**src/rtl/redmule_pkg.sv**
```systemverilog
// ---------------------------------------------------------------------------
// redmule_pkg
// Shared RedMulE constants and types used by the TCDM arbiter slice.
//   DATA_W        : default wide-port data width (multiple of 32)
//   ARB_N_REQ     : default number of arbiter requesters
//   ARB_MAX_OUTST : default number of granted-but-unanswered transactions
//   arb_id_t      : requester index stored in the arbiter's ID FIFO
// ---------------------------------------------------------------------------
package redmule_pkg;

   localparam int unsigned DATA_W        = 256;
   localparam int unsigned ARB_N_REQ     = 2;
   localparam int unsigned ARB_MAX_OUTST = 4;

   typedef logic [$clog2(ARB_N_REQ)-1:0] arb_id_t;

endpackage

```
**src/rtl/redmule_arb_id_fifo.sv**
```systemverilog
// ---------------------------------------------------------------------------
// redmule_arb_id_fifo
// In-order FIFO of requester IDs for granted-but-unanswered transactions.
// Ports:
//   clk_i, rst_ni : clock, asynchronous active-low reset
//   push, id      : enqueue id (ignored when full)
//   pop           : dequeue head (ignored when empty)
//   head          : ID of the oldest outstanding transaction
//   count         : number of stored IDs, 0..DEPTH
//   full, empty   : occupancy flags
// ---------------------------------------------------------------------------
module redmule_arb_id_fifo
   import redmule_pkg::*;
#(
   parameter int unsigned DEPTH = ARB_MAX_OUTST,
   parameter int unsigned IDW   = $bits(arb_id_t),
   parameter int unsigned CW    = $clog2(DEPTH + 1)
) (
   input  logic           clk_i,
   input  logic           rst_ni,
   input  logic           push,
   input  logic [IDW-1:0] id,
   input  logic           pop,
   output logic [IDW-1:0] head,
   output logic [CW-1:0]  count,
   output logic           full,
   output logic           empty
);

   localparam int unsigned PW = (DEPTH > 1) ? $clog2(DEPTH) : 1;

   logic [IDW-1:0] mem_q [DEPTH];
   logic [PW-1:0]  wr_ptr_q, rd_ptr_q;
   logic [CW-1:0]  count_q;
   logic           do_push, do_pop;

   assign full    = (count_q == CW'(DEPTH));
   assign empty   = (count_q == '0);
   assign do_push = push & ~full;
   assign do_pop  = pop & ~empty;
   assign head    = mem_q[rd_ptr_q];
   assign count   = count_q;

   // Pointers wrap explicitly so non-power-of-two depths work.
   always_ff @(posedge clk_i or negedge rst_ni) begin
      if (!rst_ni) begin
         wr_ptr_q <= '0;
         rd_ptr_q <= '0;
         count_q  <= '0;
         for (int unsigned i = 0; i < DEPTH; i++) mem_q[i] <= '0;
      end else begin
         if (do_push) begin
            mem_q[wr_ptr_q] <= id;
            wr_ptr_q <= (wr_ptr_q == PW'(DEPTH - 1)) ? '0 : wr_ptr_q + PW'(1);
         end
         if (do_pop) begin
            rd_ptr_q <= (rd_ptr_q == PW'(DEPTH - 1)) ? '0 : rd_ptr_q + PW'(1);
         end
         case ({do_push, do_pop})
            2'b10:   count_q <= count_q + CW'(1);
            2'b01:   count_q <= count_q - CW'(1);
            default: count_q <= count_q;
         endcase
      end
   end

endmodule

```
**src/rtl/redmule_tcdm_arbiter.sv**
```systemverilog
// ---------------------------------------------------------------------------
// redmule_tcdm_arbiter
// Round-robin arbiter sharing one wide TCDM master port between N_REQ wide
// requesters. Outstanding transactions are tracked in an in-order ID FIFO so
// each response is routed back to the requester that issued it.
// Optional feature: define REDMULE_ARB_LOCK_EN to let lock_i[winner] keep the
// round-robin pointer on the winner (burst lock). Otherwise lock_i is ignored.
// Ports:
//   clk_i, rst_ni                  : clock, asynchronous active-low reset
//   req_i/gnt_o                    : per-requester request / grant
//   add_i/wen_i/be_i/data_i/lock_i : per-requester payload (wen 1 = read)
//   r_valid_o, r_data_o            : routed response valid, broadcast data
//   tcdm_*                         : wide master request/response channel
//   err_o                          : sticky, response with nothing outstanding
//   busy_o                         : transactions outstanding
// ---------------------------------------------------------------------------
module redmule_tcdm_arbiter
   import redmule_pkg::*;
#(
   parameter int unsigned N_REQ     = ARB_N_REQ,
   parameter int unsigned DW        = DATA_W,
   parameter int unsigned MAX_OUTST = ARB_MAX_OUTST
) (
   input  logic                      clk_i,
   input  logic                      rst_ni,
   input  logic [N_REQ-1:0]          req_i,
   output logic [N_REQ-1:0]          gnt_o,
   input  logic [N_REQ-1:0][31:0]    add_i,
   input  logic [N_REQ-1:0]          wen_i,
   input  logic [N_REQ-1:0][DW/8-1:0] be_i,
   input  logic [N_REQ-1:0][DW-1:0]  data_i,
   input  logic [N_REQ-1:0]          lock_i,
   output logic [N_REQ-1:0]          r_valid_o,
   output logic [DW-1:0]             r_data_o,
   output logic                      tcdm_req_o,
   input  logic                      tcdm_gnt_i,
   output logic [31:0]               tcdm_add_o,
   output logic                      tcdm_wen_o,
   output logic [DW/8-1:0]           tcdm_be_o,
   output logic [DW-1:0]             tcdm_data_o,
   input  logic                      tcdm_r_valid_i,
   input  logic [DW-1:0]             tcdm_r_data_i,
   output logic                      err_o,
   output logic                      busy_o
);

   localparam int unsigned IDW = (N_REQ > 2) ? $clog2(N_REQ) : 1;
   localparam int unsigned CW  = $clog2(MAX_OUTST + 1);

   logic [IDW-1:0] rr_ptr_q, rr_ptr_d;
   logic [IDW-1:0] winner, cand, next_ptr;
   logic           any_req, hs, lock_win;
   logic           err_q;
   logic [IDW-1:0] fifo_head;
   logic [CW-1:0]  fifo_count;
   logic           fifo_full, fifo_empty;

   // First requesting index scanning upward from rr_ptr, modulo N_REQ.
   always_comb begin
      any_req = 1'b0;
      winner  = '0;
      cand    = '0;
      for (int unsigned i = 0; i < N_REQ; i++) begin
         cand = IDW'((32'(rr_ptr_q) + i) % N_REQ);
         if (!any_req && req_i[cand]) begin
            any_req = 1'b1;
            winner  = cand;
         end
      end
   end

   // Full blocks new requests even if a response pops this cycle.
   assign tcdm_req_o = any_req & ~fifo_full;
   assign hs         = tcdm_req_o & tcdm_gnt_i;

   // Grant and payload mux.
   always_comb begin
      gnt_o       = '0;
      tcdm_add_o  = '0;
      tcdm_wen_o  = 1'b1;
      tcdm_be_o   = '0;
      tcdm_data_o = '0;
      if (hs) gnt_o[winner] = 1'b1;
      if (any_req) begin
         tcdm_add_o  = add_i[winner];
         tcdm_wen_o  = wen_i[winner];
         tcdm_be_o   = be_i[winner];
         tcdm_data_o = data_i[winner];
      end
   end

   // Response routing to the oldest outstanding requester.
   always_comb begin
      r_valid_o = '0;
      if (tcdm_r_valid_i && !fifo_empty) r_valid_o[fifo_head] = 1'b1;
   end
   assign r_data_o = tcdm_r_data_i;

`ifdef REDMULE_ARB_LOCK_EN
   assign lock_win = lock_i[winner];
`else
   logic unused_lock;
   assign unused_lock = ^lock_i;
   assign lock_win    = 1'b0;
`endif

   assign next_ptr = (winner == IDW'(N_REQ - 1)) ? '0 : winner + IDW'(1);

   always_comb begin
      rr_ptr_d = rr_ptr_q;
      if (hs) rr_ptr_d = lock_win ? winner : next_ptr;
   end

   always_ff @(posedge clk_i or negedge rst_ni) begin
      if (!rst_ni) begin
         rr_ptr_q <= '0;
         err_q    <= 1'b0;
      end else begin
         rr_ptr_q <= rr_ptr_d;
         err_q    <= err_q | (tcdm_r_valid_i & fifo_empty);
      end
   end

   assign err_o  = err_q;
   assign busy_o = (fifo_count != '0);

   redmule_arb_id_fifo #(
      .DEPTH (MAX_OUTST),
      .IDW   (IDW),
      .CW    (CW)
   ) u_id_fifo (
      .clk_i  (clk_i),
      .rst_ni (rst_ni),
      .push   (hs),
      .id     (winner),
      .pop    (tcdm_r_valid_i),
      .head   (fifo_head),
      .count  (fifo_count),
      .full   (fifo_full),
      .empty  (fifo_empty)
   );

endmodule

```
**config.mk**
```make
export PLATFORM = sky130hd
export DESIGN_NAME = redmule_tcdm_arbiter
export DESIGN_NICKNAME = d
export VERILOG_FILES = /design/src/rtl/redmule_pkg.sv /design/src/rtl/redmule_arb_id_fifo.sv /design/src/rtl/redmule_tcdm_arbiter.sv
export SDC_FILE = /design/constraint.sdc
export NUM_CORES = 1
export LEC_CHECK = 0
export BUFFER_PORTS_ARGS = -buffer_cell sky130_fd_sc_hd__buf_2
export CAP_MARGIN = 10
export CELL_PAD_IN_SITES_DETAIL_PLACEMENT = 1
export CELL_PAD_IN_SITES_GLOBAL_PLACEMENT = 1
export CORE_AREA = 2 2 588 590
export CTS_BUF_LIST = sky130_fd_sc_hd__clkbuf_4 sky130_fd_sc_hd__clkbuf_8
export DETAILED_ROUTE_END_ITERATION = 16
export DIE_AREA = 0 0 590 592
export PLACE_DENSITY = 0.3
export SLEW_MARGIN = 0
export SYNTH_ARGS = -nofsm -noshare
export SYNTH_HDL_FRONTEND = slang
export SYNTH_SLANG_ARGS = --single-unit
```
**constraint.sdc**
```tcl
create_clock -name clk_i -period 2.8 [get_ports clk_i]
set_input_delay 0.56 -clock clk_i [delete_from_list [all_inputs] [get_ports clk_i]]
set_output_delay 0.56 -clock clk_i [all_outputs]
set_load 0.1 [all_outputs]
```
; Word-level counts from Yosys, hierarchy flattened
; Cells that the tools add are included.
[word_totals]
mem_count = 0
mem_bits_ro = 0
ram_bits = 0
regBits = 13
elab_cells = 85
input_bits = 906
latchBits = 0
out_inout_bits = 584
[classes]
shift = 0
n_eq_ne = 5
div_mod_pow = 0
reduce_logical = 10
n_mux = 36
n_lt_le_gt_ge = 9
bitwise_logic = 10
mul = 0
n_addsub = 6
[ops]
columns = cell, n
row1 = 2-to-1 mux 256 bit, 3
row2 = 2-to-1 mux 32 bit, 6
row3 = 2-to-1 mux 1 bit, 17
row4 = "less-than comparator 1 x 2 -> 1 bit, second input constant", 4
row5 = 2-to-1 mux 2 bit, 4
row6 = "equality test 2 bit, second input constant", 3
row7 = ">= comparator 3 bit, second input constant", 2
row8 = NOT 2 -> 3 bit, 2
row9 = one-hot mux 3 bit (2 select lines), 1
row10 = bitwise AND 1 bit, 5
row11 = logical AND 1 bit, 5
row12 = "adder 2 x 1 -> 2 bit, second input constant", 2
row13 = bitwise mux 4 bit, 1
row14 = "adder 3 x 1 -> 3 bit, second input constant", 1
row15 = "equality test 3 bit, second input constant", 1
row16 = zero test 3 bit, 1
row17 = "less-than comparator 3 x 1 -> 1 bit, second input constant", 1
row18 = nonzero test 3 bit, 1
row19 = "subtractor 3 x 1 -> 3 bit, second input constant", 1
row20 = "adder 1 bit, second input constant", 2
row21 = binary-select mux 1 bit (select 2 bit), 1
row22 = demux 1 bit (select 1 bit), 2
row23 = demux 1 bit (select 2 bit), 1
row24 = "equality test 2 x 1 -> 1 bit, second input constant", 1
row25 = 5 further kinds, 8

; Logic depth before layout (Yosys ltp)
; Gate-level depths: netlist of run 1.
[logic_depth]
depth_word = 11
depth_mapped = 10
depth_no_buf = 9

; By module
; A second synthesis of run 1 with hierarchy kept.
[hier_totals]
hier_cells = 762
area_unflattened_um2 = 6661.4
[by_module_without_submodules]
columns = module, instances, seq_area_each_um2, cells_each, area_per_inst_um2
row1 = redmule_tcdm_arbiter, 1, 50.0, 705, 6028.3
row2 = redmule_arb_id_fifo, 1, 275.3, 57, 633.1

; Worst setup path before layout of run 1
; OpenSTA, ideal clock, no wires.
[synth_timing]
kind = input-to-output
startpoint = in req_i[1]
endpoint = out tcdm_data_o[142]
required_ns = 2.240
stages = 5
setup_slack_ns = -1.035
path_buffers = 3
arrival_ns = 3.275
cell_sequence = buf_4 > a21boi_4 > buf_2 > buf_2 > o21ai_0
[synth_via]
elab_chain_cells = 9
word_cells_on_any_way = 13
cone_classes = 11 x mux / 2 x reduce/logical
[synth_lines]
columns = item, line_no
row1 = from (decl), redmule_tcdm_arbiter.sv:26  ; input logic [N_REQ-1:0] req_i,
row2 = 2-to-1 mux 1 bit (not written as such) (2 in series), redmule_tcdm_arbiter.sv:65  ; if (!any_req && req_i[cand]) begin
row3 = 2-to-1 mux 1 bit, redmule_tcdm_arbiter.sv:65
row4 = zero test 1 bit, redmule_tcdm_arbiter.sv:65
row5 = logical AND 1 bit, redmule_tcdm_arbiter.sv:65
row6 = 2-to-1 mux 1 bit, redmule_tcdm_arbiter.sv:65
row7 = 2-to-1 mux 256 bit (not written as such) (2 in series), redmule_tcdm_arbiter.sv:88  ; tcdm_data_o = data_i[winner];
row8 = 2-to-1 mux 256 bit *, redmule_tcdm_arbiter.sv:84  ; if (any_req) begin
row9 = to (decl), redmule_tcdm_arbiter.sv:40  ; output logic [DW-1:0] tcdm_data_o,
; Mark *: on every way between the ends. The rest lies on a longest branch, timed or not. The select of a mux whose other input is x is not followed.

; Worst setup path after layout of run 1
[layout_timing]
startpoint = reg rr_ptr_q
endpoint = out tcdm_data_o[89]
[layout_via]
elab_chain_cells = 9
word_cells_on_any_way = 14
cone_classes = 1 x add/sub / 11 x mux / 2 x reduce/logical
[layout_lines]
columns = item, line_no
row1 = from (decl), redmule_tcdm_arbiter.sv:50  ; logic [IDW-1:0] rr_ptr_q, rr_ptr_d;
row2 = from (signal assigned), redmule_tcdm_arbiter.sv:119  ; rr_ptr_q <= rr_ptr_d;
row3 = 2-to-1 mux 1 bit (not written as such) (2 in series), redmule_tcdm_arbiter.sv:65
row4 = 2-to-1 mux 1 bit, redmule_tcdm_arbiter.sv:65
row5 = zero test 1 bit, redmule_tcdm_arbiter.sv:65
row6 = logical AND 1 bit, redmule_tcdm_arbiter.sv:65
row7 = 2-to-1 mux 1 bit, redmule_tcdm_arbiter.sv:65
row8 = 2-to-1 mux 256 bit (not written as such) (2 in series), redmule_tcdm_arbiter.sv:88
row9 = 2-to-1 mux 256 bit *, redmule_tcdm_arbiter.sv:84
; Marks and branches as above.

==> flow_summary.ini, run 1 <==
[drt]
num_vias = 14900
drc = 0
ant_nets = 2
vias_per_cell = 2.19
firstDrtPassIters = 5
wl_per_cell_um = 31.3
wl_um = 212000
drtIter0Drc = 741

[placed_design]
place_hpwl_um = 194000
placed_area_um2 = 22800
portBuffers = 975
gp_congestion = 0.849

[clock_network]
clkSlewWorstSetupHoldPaths_ps = 60
numCtsBuffers = 3
holdBufCountCts = 0
clkSinkCount = 13
clk_path_buf_depth = 2
cts-root-buf = clkbuf_8
clk_latency_ps = 240
cts_tree = yes
cts-htree-levels = 1

[sta]
slew_headroom_pct = 54.4
tns_ps = -151
hold_viol = 0
period_share_pct = 101
clock_skew_ps = 1.38
min_period_ps = 2840
clock.fmax_ghz = 0.352
tightestPinTransition_ps = 684
setup_violations = 5
finalMaxSlewViolations = 0
rsz0062_at_grt = yes
layout_setup_ws_ps = -39.7

[status]
violations = antenna rules, setup timing
status = complete, but fails checks

[logic_synthesis]
yosysTopAreaCellShare_pct = 27.5
syn-num-nets = 2378
synthCells = 1465
syn_area_per_cell_um2 = 5.97
synth_area_um2 = 8750
ys.warnings.count = 0
yosys-top-cells-area = o211ai_1 27%, buf_4 23%, o21ai_0 15%
synth_seq_cells = 13
synth_ff_type = dfrtp_1
synth_edf_count = 0
ys_types = 31
ys_seq_area_share_pct = 3.72
async_flop_share_pct = 100
synth_area_leader_cell = o211ai_1

[grt]
first_global_vias = 15600
antenna_found_initial = 84
grtUsageTotal_pct = 11.5
grt_overflow_total = 0
grt_max_degree = 79
grt_pass1_wl_um = 244000

[cells_and_area]
fin_area_um2 = 23800
final_common_cell = buf_2
drive_above_1_share_pct = 60.1
layout_common_cells = 673 x buf_2, 324 x nand2_1, 320 x o211ai_1, 313 x buf_12, 131 x o21ai_2
syn_to_final_growth_pct = 172
nets = 3096

[worst_setup_path]
crit_buf_inv = 3
path_delay_family = buffers and inverters
cp_common_cell = buf_12
slowest_delay_ps = 510
critPathKind = reg -> out
worst_setup_path_end_kind = output pin
crit_path_start_kind = register
worstPathCellList = buf_12 > buf_16 > o211ai_1 > o21ai_0 > buf_12
path_max_fanout = 79
cp.required_ps = 2240
critPathSlowestCell = dfrtp_4
crit_arrival_ps = 2280

[die]
die_w_um = 590
rows = 215
die_y_um = 592
die-area_um2 = 349000
pin_count = 1490
start_util_pct = 2.55
core_um2 = 342000

[power]
fin_total_pwr_w = 0.0141
cellLeakagePower_nw = 8.53
p_per_area_nw_per_um2 = 592
ir_worst_vdd_mv = 0.244

[min_path]
hp-class = in -> async

[flow_run]
drv_cap = 0
area by class of cell:
class,count,area (um^2)
clock buffers,4,48.8
diodes,50,125
flip-flops and latches,13,329
repair buffers,1148,11300
fillers,41000,319000
multi-input cells,1006,6220
inverters,11,75.1
well taps,4557,5700
cell families (layout without fill, tap and decap cells):
family | after synthesis | after routing | synth area share (%)
compound gates | 644 | 644 | 46.2
buf+inv | 446 | 1163 | 31.9
simple gates | 341 | 341 | 15.3
flops | 13 | 13 | 3.72
mux | 11 | 11 | 1.52
fa+ha+maj | 7 | 7 | 1.09
xor+xnor | 3 | 3 | 0.300
other cells | 0 | 50 | 0
metrics by stage:
| stage | instances | setup WS [ps] | hold slack [ps] | utilization (%) |
|---|---|---|---|---|
| floorplan | 1465 | -1020 | 264 | - |
| global placement | 6703 | -711 | 482 | 6.64 |
| detailed placement | 6703 | -695 | 486 | 6.64 |
| CTS | 6723 | -19.4 | 220 | 6.83 |
| global route | 6776 | -25.4 | 225 | 6.95 |
| finish | 6789 | -39.7 | 212 | 6.96 |
sequential cells by signal, indices dropped and copies added (netlist names):
| register | flops |
|---|---|
| u_id_fifo.wr_ptr_q | 2 |
| u_id_fifo.count | 3 |
| u_id_fifo.mem_q | 4 |
| u_id_fifo.rd_ptr_q | 2 |
| rr_ptr_q | 1 |
| err_o | 1 |
Yosys cell counts, types with 4 or more instances:
library cell    n
clkbuf_1       57
buf_4         264
nor2_1          5
mux2_2          8
buf_1          13
o21ai_1        53
o21ai_0       267
nor3_1          4
nand2_1       324
inv_1           9
dfrtp_1        13
buf_2         101
o211ai_1      320
ha_1            6
repair_timing:
item	CTS	global route
setup buffers	9	15
pin swaps	5	15
endpoints found under the setup margin	142	70
cloned	7	3
gates resized for setup	111	70
per-layer routing:
metal	vias to the layer above	share of wire (%)	GRT usage (%)
met4	12	2.5	2.27
met3	172	24	12.3
met2	1287	45	18.7
met1	6924	28	9.50
li1	6483	-	-
met5	-	0.057	0.108
final timing paths:
path	from	end	slack, ps	cells past startpoint
setup / recovery	rr_ptr_q$_DFFE_PN0N_	tcdm_data_o[89]	-40	5
hold reg to reg	u_id_fifo.mem_q[1]$_DFFE_PN0P_	u_id_fifo.mem_q[1]$_DFFE_PN0P_	510	1
hold / removal	rst_ni	rr_ptr_q$_DFFE_PN0N_	210	1
setup reg to reg	u_id_fifo.count[0]$_DFFE_PN0P_	u_id_fifo.count[2]$_DFFE_PN0P_	570	10
min in group clk_i	u_id_fifo.mem_q[1]$_DFFE_PN0P_	u_id_fifo.mem_q[1]$_DFFE_PN0P_	510	1
max in group asynchronous	rst_ni	rr_ptr_q$_DFFE_PN0N_	2310	1
power by group:
group          leakage (nW)  internal (W)  total, W  switching (W)
sequential            0.152      0.000289  0.000391       0.000101
combinational          8.35       0.00392    0.0135        0.00961
clock                0.0265      0.000110  0.000179      0.0000684
total                  8.53       0.00432    0.0141        0.00978
No activity file was read; power rests on OpenSTA's default activity.
==> run 2: changes to the inputs <==
- PLACE_DENSITY: 0.3 -> default
- PLACE_DENSITY_LB_ADDON: default -> 0.08
==> run 2 against run 1 <==
The run now ends clean. First-iteration DRC count is 31% lower. Core utilization is 0.16 points higher. Worst hold slack better by 2.3 ps. Maximum frequency is 2.8% higher. Highest routed layer unchanged.
==> flow_summary.ini, run 2 (synthesis gave the netlist of run 1 again) <==
[status]
status = completed

[drt]
wl_met1_um = 60200
wl_um = 179000
wl_met2_um = 85500
firstDrtPassIters = 4
vias_per_cell = 2.18
wl_per_cell_um = 26.3
drtIter0Drc = 509
num_vias = 14800
highest_layer = met5
drc = 0
ant_nets = 0
wl_met3_um = 30700

[clock_network]
numCtsBuffers = 3
clk_path_buf_depth = 2
clkSlewWorstSetupHoldPaths_ps = 70
clkSinkCount = 13
cts-root-buf = clkbuf_8
clk_latency_ps = 250
cts_tree = yes
cts-htree-levels = 1
holdBufCountCts = 0

[sta]
period_share_pct = 98.6
min_period_ps = 2760
layout_setup_ws_ps = 38.1
finalMaxSlewViolations = 0
tightestPinTransition_ps = 568
slew_headroom_pct = 61.7
clock_skew_ps = 8.28
rsz0062_at_grt = yes
clock.fmax_ghz = 0.362
hold_viol = 0
tns_ps = 0
setup_violations = 0

[cells_and_area]
largest_reg_flops = 4
final_common_cell = buf_2
fin_area_um2 = 24400
top_register = u_id_fifo.mem_q
drive_above_1_share_pct = 61.0
fin_util_pct = 7.12
nets = 3136
syn_to_final_growth_pct = 179
layout_common_cells = 673 x buf_2, 355 x buf_12, 324 x nand2_1, 320 x o211ai_1, 145 x buf_4

[min_path]
hp-class = in -> async

[die]
rows = 215
start_util_pct = 2.55
die-area_um2 = 349000
die_w_um = 590
core_um2 = 342000
die_y_um = 592
pin_count = 1490

[worst_setup_path]
critPathKind = reg -> out
cp_common_cell = buf_12
cp.required_ps = 2240
slowest_delay_ps = 480
crit_arrival_ps = 2200
path_delay_family = buffers and inverters
crit_path_start_kind = register
crit_buf_inv = 4
critPathSlowestCell = dfrtp_4
worstPathCellList = buf_4 > buf_12 > buf_12 > o211ai_1 > o21ai_0 > buf_12
path_max_fanout = 49
worst_setup_path_end_kind = output pin

[power]
share_seq_of_total_power_pct = 2.6
p_comb_share_pct = 96.1
intPower_w = 0.00472
power.switching_w = 0.00972
p_per_area_nw_per_um2 = 593
p_sw_share_pct = 67.3
power_frac_clock_pct = 1.3
cellLeakagePower_nw = 8.79
ir_worst_vdd_mv = 0.212

[placed_design]
placed_area_um2 = 23700
place_hpwl_um = 160000
gp_congestion = 0.747
portBuffers = 975
pre_cts_ws_ps = -532

[grt]
grtUsageTotal_pct = 9.66
antenna_found_initial = 119
grt_overflow_total = 0
grt_pass1_wl_um = 215000
first_global_vias = 16100
grt_max_degree = 64

[flow_run]
drv_cap = 0
run 2: what timing repair did:
item                       in CTS  in global routing
resized for setup             127                 16
cloned                          1                  4
setup buffers                   0                  4
setup endpoints to repair     126                 32
pin swaps                       2                  5
hold endpoints to repair        0                  0
run 2: area by class of cell:
class                   count  area [um^2]
flip-flops and latches     13          329
multi-input cells        1006         6320
fillers                 40900       318000
repair buffers           1188        11900
clock inverters             1         5.00
well taps                4557         5700
inverters                  11         51.3
diodes                     27         67.6
clock buffers               3         41.3
run 2: routing by layer:
layer	track usage, %	vias up
li1	-	6551
met1	9.40	6899
met2	16.6	1101
met3	7.54	223
met4	0.801	64
met5	0	-
run 2: stage by stage:
step           power (W)  hold WS (ps)  instances
4_1_cts           0.0147           226       6771
6_report          0.0144           215       6806
2_1_floorplan    0.00930           264       1465
3_3_place_gp      0.0143           464       6766
3_5_place_dp      0.0142           469       6766
5_1_grt           0.0153           231       6784
run 2: path summary, 6_finish.rpt:
check | from | end | slack [ps] | cells after the start
min | rst_ni | u_id_fifo.count[1]$_DFFE_PN0P_ | 210 | 1
min reg2reg | err_o$_DFF_PN0_ | err_o$_DFF_PN0_ | 480 | 1
max | rr_ptr_q$_DFFE_PN0N_ | tcdm_data_o[82] | 40 | 6
max in group asynchronous | rst_ni | rr_ptr_q$_DFFE_PN0N_ | 2260 | 1
min in group clk_i | err_o$_DFF_PN0_ | err_o$_DFF_PN0_ | 480 | 1
max reg2reg | u_id_fifo.count[0]$_DFFE_PN0P_ | u_id_fifo.count[2]$_DFFE_PN0P_ | 720 | 9
run 2: power by group through the flow:
stage / combinational (W) / clock (W) / sequential, W
after floorplan: 0.00890 / 0 / 0.000400
after CTS: 0.0141 / 0.000200 / 0.000383
after detailed placement: 0.0138 / 0 / 0.000383
after global routing: 0.0147 / 0.000209 / 0.000397
after global placement: 0.0139 / 0 / 0.000387
final: 0.0139 / 0.000185 / 0.000380
